$ cat src/rtl/dino_pkg.sv
// Shared types and default constants for the dinosaur jump controller.
package dino_pkg;

  typedef enum logic [1:0] {
    GROUND = 2'd0,
    RISE   = 2'd1,
    FALL   = 2'd2,
    LAND   = 2'd3
  } dino_state_t;

  localparam int unsigned HEIGHT_W = 12;
  localparam int unsigned VEL_W    = 8;

  localparam int unsigned DEF_GROUND_Y    = 400;
  localparam int unsigned DEF_DINO_X      = 80;
  localparam int unsigned DEF_JUMP_V      = 20;
  localparam int unsigned DEF_GRAVITY     = 1;
  localparam int unsigned DEF_MAX_FALL    = 20;
  localparam int unsigned DEF_LAND_FRAMES = 2;

  // Apex height reached by the rise phase: sum of launch velocity and each
  // decremented velocity while it stays positive.
  function automatic int peak_height(input int jump_v, input int gravity);
    int h;
    int v;
    h = 0;
    v = jump_v;
    for (int unsigned i = 0; i < 256; i++) begin
      if (v > 0) begin
        h = h + v;
        v = v - gravity;
      end
    end
    return h;
  endfunction

endpackage

$ cat src/rtl/dino_jump_ctrl_sync_edge.sv
// Optional two-flop synchronizer followed by a rising-edge pulse generator.
module sync_edge #(
  parameter int unsigned STAGES = 2
) (
  input  logic clk,
  input  logic rst,
  input  logic d,
  output logic pulse
);

  logic level;
  logic prev;

  if (STAGES != 0 && STAGES != 2) begin : g_bad_stages
    $error("sync_edge: STAGES must be 0 or 2");
  end

  if (STAGES == 0) begin : g_direct
    assign level = d;
  end else begin : g_sync
    logic [1:0] sync_q;
    // Two-stage metastability guard for the asynchronous input
    always_ff @(posedge clk or posedge rst) begin
      if (rst) sync_q <= '0;
      else     sync_q <= {sync_q[0], d};
    end
    assign level = sync_q[1];
  end

  // Previous level, used to spot the 0->1 transition
  always_ff @(posedge clk or posedge rst) begin
    if (rst) prev <= 1'b0;
    else     prev <= level;
  end

  assign pulse = level & ~prev;

endmodule

$ cat src/rtl/dino_jump_ctrl.sv
// Per-frame rise/fall physics for the dinosaur sprite; drives VGA x/y coordinates.
module dino_jump_ctrl
  import dino_pkg::*;
#(
  parameter int unsigned GROUND_Y    = DEF_GROUND_Y,
  parameter int unsigned DINO_X      = DEF_DINO_X,
  parameter int unsigned JUMP_V      = DEF_JUMP_V,
  parameter int unsigned GRAVITY     = DEF_GRAVITY,
  parameter int unsigned MAX_FALL    = DEF_MAX_FALL,
  parameter int unsigned LAND_FRAMES = DEF_LAND_FRAMES
) (
  input  logic        clk,
  input  logic        reset,
  input  logic        screenEnd,
  input  logic        jump_btn,
  input  logic        pause,
  output logic [31:0] x_coor,
  output logic [31:0] y_coor,
  output logic        airborne,
  output logic [15:0] jump_count
);

  if (JUMP_V < 1 || JUMP_V > 127) begin : g_bad_jump_v
    $error("dino_jump_ctrl: JUMP_V out of range 1..127");
  end
  if (GRAVITY < 1 || GRAVITY > JUMP_V) begin : g_bad_gravity
    $error("dino_jump_ctrl: GRAVITY out of range 1..JUMP_V");
  end
  if (MAX_FALL < GRAVITY || MAX_FALL > 127) begin : g_bad_max_fall
    $error("dino_jump_ctrl: MAX_FALL must be GRAVITY..127");
  end
  if (LAND_FRAMES > 15) begin : g_bad_land
    $error("dino_jump_ctrl: LAND_FRAMES out of range 0..15");
  end
  if (peak_height(int'(JUMP_V), int'(GRAVITY)) >= int'(GROUND_Y)) begin : g_bad_peak
    $error("dino_jump_ctrl: jump peak reaches or exceeds GROUND_Y");
  end

  localparam logic        [HEIGHT_W-1:0] GROUND_Y_H = HEIGHT_W'(GROUND_Y);
  localparam logic signed [VEL_W-1:0]    JUMP_V_S   = VEL_W'(JUMP_V);
  localparam logic signed [VEL_W-1:0]    GRAV_S     = VEL_W'(GRAVITY);
  localparam logic signed [VEL_W-1:0]    MAX_FALL_S = VEL_W'(MAX_FALL);
  localparam logic        [3:0]          LAND_INIT  = 4'(LAND_FRAMES);

  dino_state_t                state;
  logic        [HEIGHT_W-1:0] height;
  logic signed [VEL_W-1:0]    vel;
  logic signed [VEL_W-1:0]    fall_v;
  logic        [3:0]          land_cnt;
  logic                       pending;
  logic        [15:0]         jump_cnt_q;

  logic                       press;
  logic                       frame_edge;
  logic                       tick;
  logic signed [VEL_W-1:0]    vel_dec;
  logic        [VEL_W:0]      fv_sum;
  logic signed [VEL_W-1:0]    fv;
  logic        [HEIGHT_W-1:0] vel_ext;
  logic        [HEIGHT_W-1:0] fv_ext;

  sync_edge #(.STAGES(2)) u_jump_edge (
    .clk   (clk),
    .rst   (reset),
    .d     (jump_btn),
    .pulse (press)
  );

  sync_edge #(.STAGES(0)) u_frame_edge (
    .clk   (clk),
    .rst   (reset),
    .d     (screenEnd),
    .pulse (frame_edge)
  );

  assign tick = frame_edge & ~pause;

  // Next-step velocity arithmetic; fall_v and GRAVITY are never negative
  always_comb begin
    vel_dec = vel - GRAV_S;
    fv_sum  = {1'b0, fall_v} + {1'b0, GRAV_S};
    if (fv_sum > {1'b0, MAX_FALL_S}) fv = MAX_FALL_S;
    else                             fv = fv_sum[VEL_W-1:0];
    vel_ext = {{(HEIGHT_W-VEL_W){1'b0}}, vel};
    fv_ext  = {{(HEIGHT_W-VEL_W){1'b0}}, fv};
  end

  // Jump state machine, advanced once per unpaused frame tick
  always_ff @(posedge clk or posedge reset) begin
    if (reset) begin
      state      <= GROUND;
      height     <= '0;
      vel        <= '0;
      fall_v     <= '0;
      land_cnt   <= '0;
      pending    <= 1'b0;
      jump_cnt_q <= '0;
      airborne   <= 1'b0;
    end else begin
      if (press && (state == GROUND || state == LAND)) pending <= 1'b1;
      if (tick) begin
        unique case (state)
          // press is ORed in so a press coinciding with the tick still
          // launches; the later pending clear overrides the set above
          GROUND: begin
            if (pending || press) begin
              vel      <= JUMP_V_S;
              pending  <= 1'b0;
              state    <= RISE;
              airborne <= 1'b1;
              if (jump_cnt_q != '1) jump_cnt_q <= jump_cnt_q + 16'd1;
            end
          end
          RISE: begin
            height <= height + vel_ext;
            vel    <= vel_dec;
            if (vel_dec <= 8'sd0) begin
              fall_v <= '0;
              state  <= FALL;
            end
          end
          FALL: begin
            if (height <= fv_ext) begin
              height   <= '0;
              land_cnt <= LAND_INIT;
              state    <= LAND;
              airborne <= 1'b0;
            end else begin
              height <= height - fv_ext;
              fall_v <= fv;
            end
          end
          LAND: begin
            if (land_cnt == '0) state <= GROUND;
            else                land_cnt <= land_cnt - 4'd1;
          end
        endcase
      end
    end
  end

  assign jump_count = jump_cnt_q;
  assign x_coor     = 32'(DINO_X);
  assign y_coor     = {20'b0, GROUND_Y_H - height};

endmodule

$ cat config.mk
export PLATFORM = sky130hd
export DESIGN_NAME = dino_jump_ctrl
export DESIGN_NICKNAME = d
export VERILOG_FILES = /design/src/rtl/dino_pkg.sv /design/src/rtl/dino_jump_ctrl_sync_edge.sv /design/src/rtl/dino_jump_ctrl.sv
export SDC_FILE = /design/constraint.sdc
export NUM_CORES = 1
export LEC_CHECK = 0
export CORE_AREA = 2 2 91 93
export DETAILED_ROUTE_END_ITERATION = 8
export DIE_AREA = 0 0 93 95
export PLACE_DENSITY = 0.91
export SYNTH_ARGS = -nofsm -noshare
export SYNTH_HDL_FRONTEND = slang
export SYNTH_HIERARCHICAL = 1
export SYNTH_SLANG_ARGS = --single-unit
export TNS_END_PERCENT = 100
$ cat constraint.sdc
create_clock -name clk -period 7 [get_ports clk]
set_input_delay 2.1 -clock clk [delete_from_list [all_inputs] [get_ports clk]]
set_output_delay 2.1 -clock clk [all_outputs]
set_load 0.05 [all_outputs]
==> results.yml, run 1 <==
run_status:
  status: "complete, no violations"
clock_tree:
  tritoncts: "yes"
  cts_sinks: 56
  clkSlewWorstSetupHoldPaths_ns: 0.11
  clock_latency_ns: 0.32
  post-cts-setup-buffers: 0
  cts_buffer_depth: 2
  clock_tree.root_cell: "clkbuf_8"
  cts_resized: 0
  cts_buffers: 5
  htreeDepth: 2
  ctsHoldBuffers: 0
detailed_routing:
  drc: 0
  ant_nets: 0
  dr.pass1.iters: 5
  viasPerCell: 5.75
  wirelength_mm: 9.30
  drt_iter0_drc: 266
  num_vias: 3686
  wl_per_cell_um: 14.5
place:
  dp_hpwl_mm: 6.90
  place_inst: 634
  portBuffers: 33
  gp_congestion: 0.970
critical_path:
  crit_path_start: "height[3]"
  path_max_fanout: 6
  reg2reg_from: "fall_v[2]"
  critPathBufInv: 1
  max_stage_delay_ns: 0.82
  worstSetupStartpointType: "flip-flop"
  arrival_ns: 3.13
  slowest_stage: "clkdlybuf4s50_1"
  worstPathCellList: "o41ai_1, nand2_1, and3_1, nor3_1, xnor2_1, clkdlybuf4s50_1"
  cp_top_family: "buffers and inverters"
  worstSetupEndpointType: "primary output"
  critical_path_class: "flip-flop to primary output"
  critPathRequiredTime_ns: 4.90
die:
  start_util: 0.553
  die_w_um: 93
  io_pins: 86
  row_count: 33
  core-area_um2: 7930
  die_h_um: 95
  die_area_um2: 8840
cells_and_area:
  layout-drive-gt1-share: 0.0485
  antennaDiodeCount: 0
  nFillCells: 679
  regArea_um2: 1400
  multi_input_area_um2: 2610
  final_nets: 571
  layoutNonFillerInstCount: 641
  syn2layout_area_growth_pct: 6.85
hold_path:
  min_from: "u_jump_edge/g_sync.sync_q[0]"
  hold_class: "flip-flop to flip-flop"
sta:
  hold_viol_final: 0
  relSlewSlack: 0.147
  setup_tns_ns: 0
  finalCritPeriodShare: 0.747
  finalClockSkew_ns: 0.00787
  grt_setup_unrepaired: "no"
  worstMarginPinSlew_ns: 1.28
  slew_violations: 0
  setup_viol: 0
  finalCriticalPeriod_ns: 5.23
  timing.fmax_mhz: 191
synth:
  synth-main-ff-cell: "dfrtp_1"
  seq_area_frac_synth: 0.320
  syn_area_per_cell_um2: 8.61
  synth.area.top_cells: "dfrtp_1, buf_4, ha_1, xnor2_1, o21ai_0"
  synth-async-reset-ratio: 1.00
  synth_edf_count: 0
  synth_cell_type_count: 62
  synth_common_cells: "dfrtp_1, buf_4, nand2_1, nor2_1, o21ai_0"
  synth_area_leader_cell: "dfrtp_1"
  yosysWarningCount: 6
  syn_inst: 509
  netlist_area_um2: 4380
  yosysMostFrequentCell: "dfrtp_1"
  ys_seq_elements: 56
  yosysTopAreaCellShare: 0.320
power:
  vdd_drop_max_mv: 0.171
  power_density_nw_per_um2: 453
  p_leak_nw: 2.10
global_route:
  grt_pass1_vias: 3475
  grt_pass1_wl_mm: 15.9
  grt_usage: 0.219
  antenna_found_initial: 0
  grt_max_degree: 53
  overflow: 0
run:
  maxCapViolCount: 0
==> registers in the layout, indices dropped and copies added, names as in the netlist <==
name and cells:
u_frame_edge/prev 1, u_jump_edge/g_sync.sync_q 2, pending 1, u_jump_edge/prev 1, jump_count 16, vel 8, height 12, land_cnt 4
fall_v 8, airborne 1, state 2
==> report_power, final <==
group	switching, mW	internal [mW]	leakage, nW
clock network	0.113	0.0702	0.0406
registers	0.133	0.404	0.691
logic	0.880	0.520	1.37
==> metrics by stage <==
| stage | util | total power, mW | hold WS [ns] | setup WS [ns] | area (um^2) |
|---|---|---|---|---|---|
| after floorplan | - | 1.61 | 0.331 | 2.89 | 4580 |
| after global placement | 0.580 | 1.86 | 0.331 | 2.21 | 4600 |
| after detailed placement | 0.580 | 1.91 | 0.336 | 2.18 | 4600 |
| after CTS | 0.591 | 2.10 | 0.360 | 1.81 | 4680 |
| after global routing | 0.591 | 2.28 | 0.367 | 1.71 | 4680 |
| final | 0.591 | 2.12 | 0.357 | 1.77 | 4680 |
==> layout by cell type, fill, tap and decap left out, types with 5 or more instances in the layout <==
cell type        synthesis  routed
inv_1                   30      29
ha_1                    28      28
clkdlybuf4s50_1          0      33
nor2b_1                  9       9
nor4_1                   6       6
a31oi_1                  6       6
nor3_1                  13      13
a21oi_1                 24      24
clkbuf_8                 0       5
nand3_1                 14      14
and3_1                   5       5
conb_1                   2      55
o21ai_0                 33      33
xor2_1                  14      14
nor2_1                  36      36
nand4_1                 11      11
o31ai_1                  5       5
nand2b_1                 5       5
dfrtp_1                 56      56
xnor2_1                 19      19
o21a_1                   7       7
nand2_1                 36      36
a22oi_1                  5       5
==> cell families (layout without fill, tap and decap cells) <==
kind of cell | Yosys count | in the layout | synth area share
simple gates | 159 | 159 | 0.187
compound gates | 125 | 125 | 0.194
buf+inv | 99 | 73 | 0.132
flops | 56 | 56 | 0.320
xor+xnor | 33 | 33 | 0.0659
fa+ha+maj | 30 | 30 | 0.0890
mux | 5 | 5 | 0.0117
other cells | 2 | 55 | 0.00171
==> cell type report <==
cell class	instances	share of cell area
Clock buffer	5	0.0147
Clock inverter	2	0.00347
Inverter	31	0.0248
Multi-Input combinational cell	407	0.556
Sequential cell	56	0.299
Tap cell	105	0.0280
Timing Repair Buffer	35	0.0737
==> metal layers <==
| layer | part of all wire | global-route usage | wire (um) | up-vias |
|---|---|---|---|---|
| met4 | 0.022 | 0.0735 | 206 | 0 |
| met1 | 0.45 | 0.289 | 4190 | 1777 |
| li1 | - | - | - | 1750 |
| met3 | 0.051 | 0.0303 | 477 | 25 |
| met2 | 0.48 | 0.371 | 4430 | 134 |
| met5 | 0 | 0 | 0 | - |
==> worst paths after layout <==
kind,to,slack (ns),depth (start not counted)
hold / removal,u_jump_edge/g_sync.sync_q[1],0.36,0
max in group asynchronous,fall_v[4],4.23,3
hold reg to reg,u_jump_edge/g_sync.sync_q[1],0.36,0
setup reg to reg,height[11],2.69,12
setup / recovery,y_coor[11],1.77,6
min in group asynchronous,u_frame_edge/prev,1.97,2
(Power assumes the default switching activity.)
==> inputs of run 2 (changes only) <==
- CORE_AREA: 2 2 91 93 -> 2 2 94 96
- DIE_AREA: 0 0 93 95 -> 0 0 96 98
- PLACE_DENSITY: 0.91 -> 0.87
- clock period: 7 -> 4.9 ns (I/O delays scaled with it)
==> results.yml, run 2 (synthesized netlist as in run 1, its figures left out) <==
run_status:
  status: "complete, no violations"
clock_tree:
  post-cts-setup-buffers: 0
  tritoncts: "yes"
  cts_sinks: 56
  htreeDepth: 2
  clkSlewWorstSetupHoldPaths_ns: 0.11
  clock_tree.root_cell: "clkbuf_8"
  cts_resized: 0
  cts_buffers: 5
  cts_buffer_depth: 2
  clock_latency_ns: 0.32
  ctsHoldBuffers: 0
hold_path:
  hold_class: "flip-flop to flip-flop"
  min_to: "u_jump_edge/g_sync.sync_q[1]"
  whs_path_depth: 0
  min_from: "u_jump_edge/g_sync.sync_q[0]"
detailed_routing:
  wl_per_cell_um: 14.8
  drc: 0
  num_vias: 3689
  wirelength_mm: 9.57
  viasPerCell: 5.72
  drt_iter0_drc: 216
  ant_nets: 0
  dr.pass1.iters: 5
cells_and_area:
  final_nets: 571
  nFillCells: 755
  largest_reg_flops: 16
  layout-drive-gt1-share: 0.0503
  final_cell_mix: "dfrtp_1, conb_1, nand2_1, nor2_1"
  syn2layout_area_growth_pct: 7.28
  antennaDiodeCount: 0
  multi_input_area_um2: 2610
  regArea_um2: 1400
  layout_commonest_cell: "dfrtp_1"
place:
  dp_hpwl_mm: 7.13
  portBuffers: 33
  gp_congestion: 0.897
sta:
  slew_violations: 0
  finalCriticalPeriod_ns: 4.50
  relSlewSlack: 0.258
  hold_slack_ns: 0.366
  finalClockSkew_ns: 0.0113
  setup_viol: 0
  setup_tns_ns: 0
  grt_setup_unrepaired: "no"
  hold_viol_final: 0
  finalCritPeriodShare: 0.919
  worstMarginPinSlew_ns: 1.11
  timing.fmax_mhz: 222
critical_path:
  reg2reg_from: "fall_v[2]"
  arrival_ns: 3.03
  path_max_fanout: 6
  critPathRequiredTime_ns: 3.43
  worstSetupEndpointType: "primary output"
  reg2regPathDepth: 14
  critical_path_class: "flip-flop to primary output"
  worstSetupStartpointType: "flip-flop"
  r2r-end: "land_cnt[2]"
  ff2ff_setup_slack_ns: 0.91
global_route:
  grt_usage: 0.207
  overflow: 0
  grt_pass1_vias: 3430
  grt_max_degree: 53
  antenna_found_initial: 0
  grt_pass1_wl_mm: 15.9
power:
  vdd_drop_max_mv: 0.258
  power_density_nw_per_um2: 649
  p_leak_nw: 2.11
  p_total_mw: 3.05
die:
  io_pins: 86
  die_w_um: 96
  die_area_um2: 9410
  row_count: 34
  die_h_um: 98
  core-area_um2: 8470
  start_util: 0.518
run:
  maxCapViolCount: 0
==> run 2: changes by cell type in the layout (fill, tap and decap cells not counted), sizes merged <==
| cell | before | now |
|---|---|---|
| clkbuf | 5 | 6 |
| inv | 31 | 32 |
| clkinvlp | 1 | 0 |
==> run 2: layer usage <==
layer / track usage / share of wire / up-vias
met5: 0 / 0 / -
met4: 0.0495 / 0.012 / 0
met3: 0.0378 / 0.059 / 11
met2: 0.332 / 0.48 / 151
met1: 0.289 / 0.45 / 1780
li1: - / - / 1747
==> run 2: worst max-delay path, stage by stage (launching register included) <==
cell	delay (ns)
dfrtp_1	0.48
o41ai_1	0.63
nand2_1	0.20
and3_1	0.26
nor3_1	0.18
xnor2_1	0.14
clkdlybuf4s50_1	0.82
==> run 2: stage by stage <==
| stage | setup WS (ns) | area (um^2) | util | cells |
|---|---|---|---|---|
| 6_report | 0.398 | 4700 | 0.556 | 645 |
| 5_1_grt | 0.137 | 4700 | 0.556 | 645 |
| 4_1_cts | 0.397 | 4700 | 0.556 | 645 |
| 3_5_place_dp | 0.745 | 4600 | 0.544 | 637 |
| 3_3_place_gp | 0.813 | 4600 | 0.544 | 637 |
| 2_1_floorplan | 1.37 | 4580 | - | 562 |
==> run 2: report_power, final <==
| group | internal (mW) | total [mW] | switching [mW] |
|---|---|---|---|
| logic | 0.744 | 2.00 | 1.26 |
| clock network | 0.119 | 0.284 | 0.165 |
| registers | 0.576 | 0.767 | 0.191 |
| total | 1.44 | 3.05 | 1.61 |
==> run 2: final cells by class <==
cell class                      count  share of cell area
Multi-Input combinational cell    407               0.554
Sequential cell                    56               0.298
Timing Repair Buffer               35              0.0734
Tap cell                          108              0.0287
Inverter                           31              0.0247
Clock buffer                        6              0.0176
Clock inverter                      2             0.00372
==> run 2: worst max path at each step <==
| stage | end | slack, ns | cells after the start | from |
|---|---|---|---|---|
| 2_1_floorplan | land_cnt[2] | 1.37 | 16 | fall_v[2] |
| 3_3_place_gp | y_coor[11] | 0.81 | 6 | height[2] |
| 3_5_place_dp | jump_count[15] | 0.75 | 8 | screenEnd |
| 4_1_cts | y_coor[11] | 0.40 | 6 | height[2] |
| 5_1_grt | y_coor[11] | 0.14 | 6 | height[3] |
| 6_report | y_coor[11] | 0.40 | 6 | height[3] |
==> inputs of run 3 (changes only) <==
- CAP_MARGIN: default -> 10
- PLACE_DENSITY: 0.87 -> 0.81
==> results.yml, run 3 (synthesized netlist as in run 1, its figures left out) <==
clock_tree:
  ctsHoldBuffers: 0
  post-cts-setup-buffers: 0
  cts_buffers: 5
  tritoncts: "yes"
  cts_sinks: 56
  cts_resized: 0
  cts_buffer_depth: 2
  clkSlewWorstSetupHoldPaths_ns: 0.11
  htreeDepth: 2
  clock_latency_ns: 0.31
  clock_tree.root_cell: "clkbuf_8"
power:
  p_total_mw: 3.03
  p_leak_nw: 2.11
  vdd_drop_max_mv: 0.243
  power_density_nw_per_um2: 644
die:
  die_area_um2: 9410
  start_util: 0.518
  io_pins: 86
  die_w_um: 96
  core-area_um2: 8470
  die_h_um: 98
  row_count: 34
detailed_routing:
  drt_iter0_drc: 192
  viasPerCell: 5.64
  ant_nets: 0
  wl_per_cell_um: 14.5
  wirelength_mm: 9.38
  num_vias: 3646
  dr.pass1.iters: 4
  drc: 0
hold_path:
  whs_path_depth: 0
  min_from: "u_jump_edge/g_sync.sync_q[0]"
  min_to: "u_jump_edge/g_sync.sync_q[1]"
  hold_class: "flip-flop to flip-flop"
sta:
  relSlewSlack: 0.159
  slew_violations: 0
  setup_viol: 0
  finalCriticalPeriod_ns: 4.56
  setup_tns_ns: 0
  finalCritPeriodShare: 0.931
  grt_setup_unrepaired: "no"
  timing.fmax_mhz: 219
  hold_viol_final: 0
  worstMarginPinSlew_ns: 1.26
  setup_slack_ns: 0.337
  finalClockSkew_ns: 0.0112
run_status:
  status: "complete, no violations"
critical_path:
  worstSetupEndpointType: "primary output"
  max_stage_delay_ns: 0.82
  worstPathCellList: "o41ai_1, nand2_1, and3_1, nor3_1, xnor2_1, clkdlybuf4s50_1"
  worstSetupStartpointType: "flip-flop"
  arrival_ns: 3.09
  ff2ff_setup_slack_ns: 0.68
  critical_path_class: "flip-flop to primary output"
  r2r-end: "height[2]"
  reg2reg_from: "fall_v[2]"
  critPathRequiredTime_ns: 3.43
  slowest_stage: "clkdlybuf4s50_1"
  path_max_fanout: 6
  reg2regPathDepth: 12
cells_and_area:
  antennaDiodeCount: 0
  final_nets: 573
  final_cell_mix: "dfrtp_1, conb_1, nand2_1, nor2_1"
  largest_reg_flops: 16
  layout-drive-gt1-share: 0.0520
  layout_commonest_cell: "dfrtp_1"
  syn2layout_area_growth_pct: 7.28
  layoutNonFillerInstCount: 646
global_route:
  grt_pass1_wl_mm: 16.3
  grt_pass1_vias: 3560
  grt_usage: 0.212
  antenna_found_initial: 0
  grt_max_degree: 35
  overflow: 0
place:
  dp_hpwl_mm: 7.04
  dpl_worst_slack_ns: 0.711
  gp_congestion: 0.962
  portBuffers: 33
  place_inst: 639
run:
  maxCapViolCount: 0
==> run 3: area by class of cell <==
cell class | count | area [um^2]
fillers | 762 | 3760
clock buffers | 5 | 68.8
clock inverters | 2 | 16.3
multi-input cells | 407 | 2610
repair buffers | 37 | 360
flip-flops and latches | 56 | 1400
well taps | 108 | 135
inverters | 31 | 116
==> run 3: stage by stage <==
stage               area [um^2]  hold WS (ns)   util
finish                     4700         0.360  0.556
global route               4700         0.377  0.556
CTS                        4700         0.363  0.556
detailed placement         4620         0.338  0.546
global placement           4620         0.332  0.546
floorplan                  4580         0.331      -
==> run 3: power breakdown <==
| part | internal (mW) | leakage, nW | switching [mW] |
|---|---|---|---|
| Sequential | 0.577 | 0.691 | 0.191 |
| Combinational | 0.748 | 1.38 | 1.25 |
| Clock | 0.100 | 0.0406 | 0.159 |
| Total | 1.43 | 2.11 | 1.60 |
==> run 3: worst max-delay path by stage <==
stage,end,cells past startpoint,startpoint
after detailed placement,y_coor[11],6,height[2]
final,y_coor[11],6,height[3]
after floorplan,land_cnt[2],16,fall_v[2]
after global placement,y_coor[11],6,height[2]
after CTS,y_coor[11],6,height[2]
after global routing,y_coor[11],6,height[2]
==> run 3: layer usage <==
layer | global-route usage | vias to the layer above | part of all wire
met5 | 0 | - | 0
met4 | 0.0659 | 0 | 0.021
met3 | 0.0463 | 22 | 0.052
met2 | 0.336 | 120 | 0.47
met1 | 0.287 | 1757 | 0.46
li1 | - | 1747 | -
==> run 3: critical path: cells and delay by family, from the launching register on <==
kind	cells	cell delay [ns]
compound gates	1	0.72
xor+xnor	1	0.15
buf+inv	1	0.82
flops	1	0.47
simple gates	3	0.63
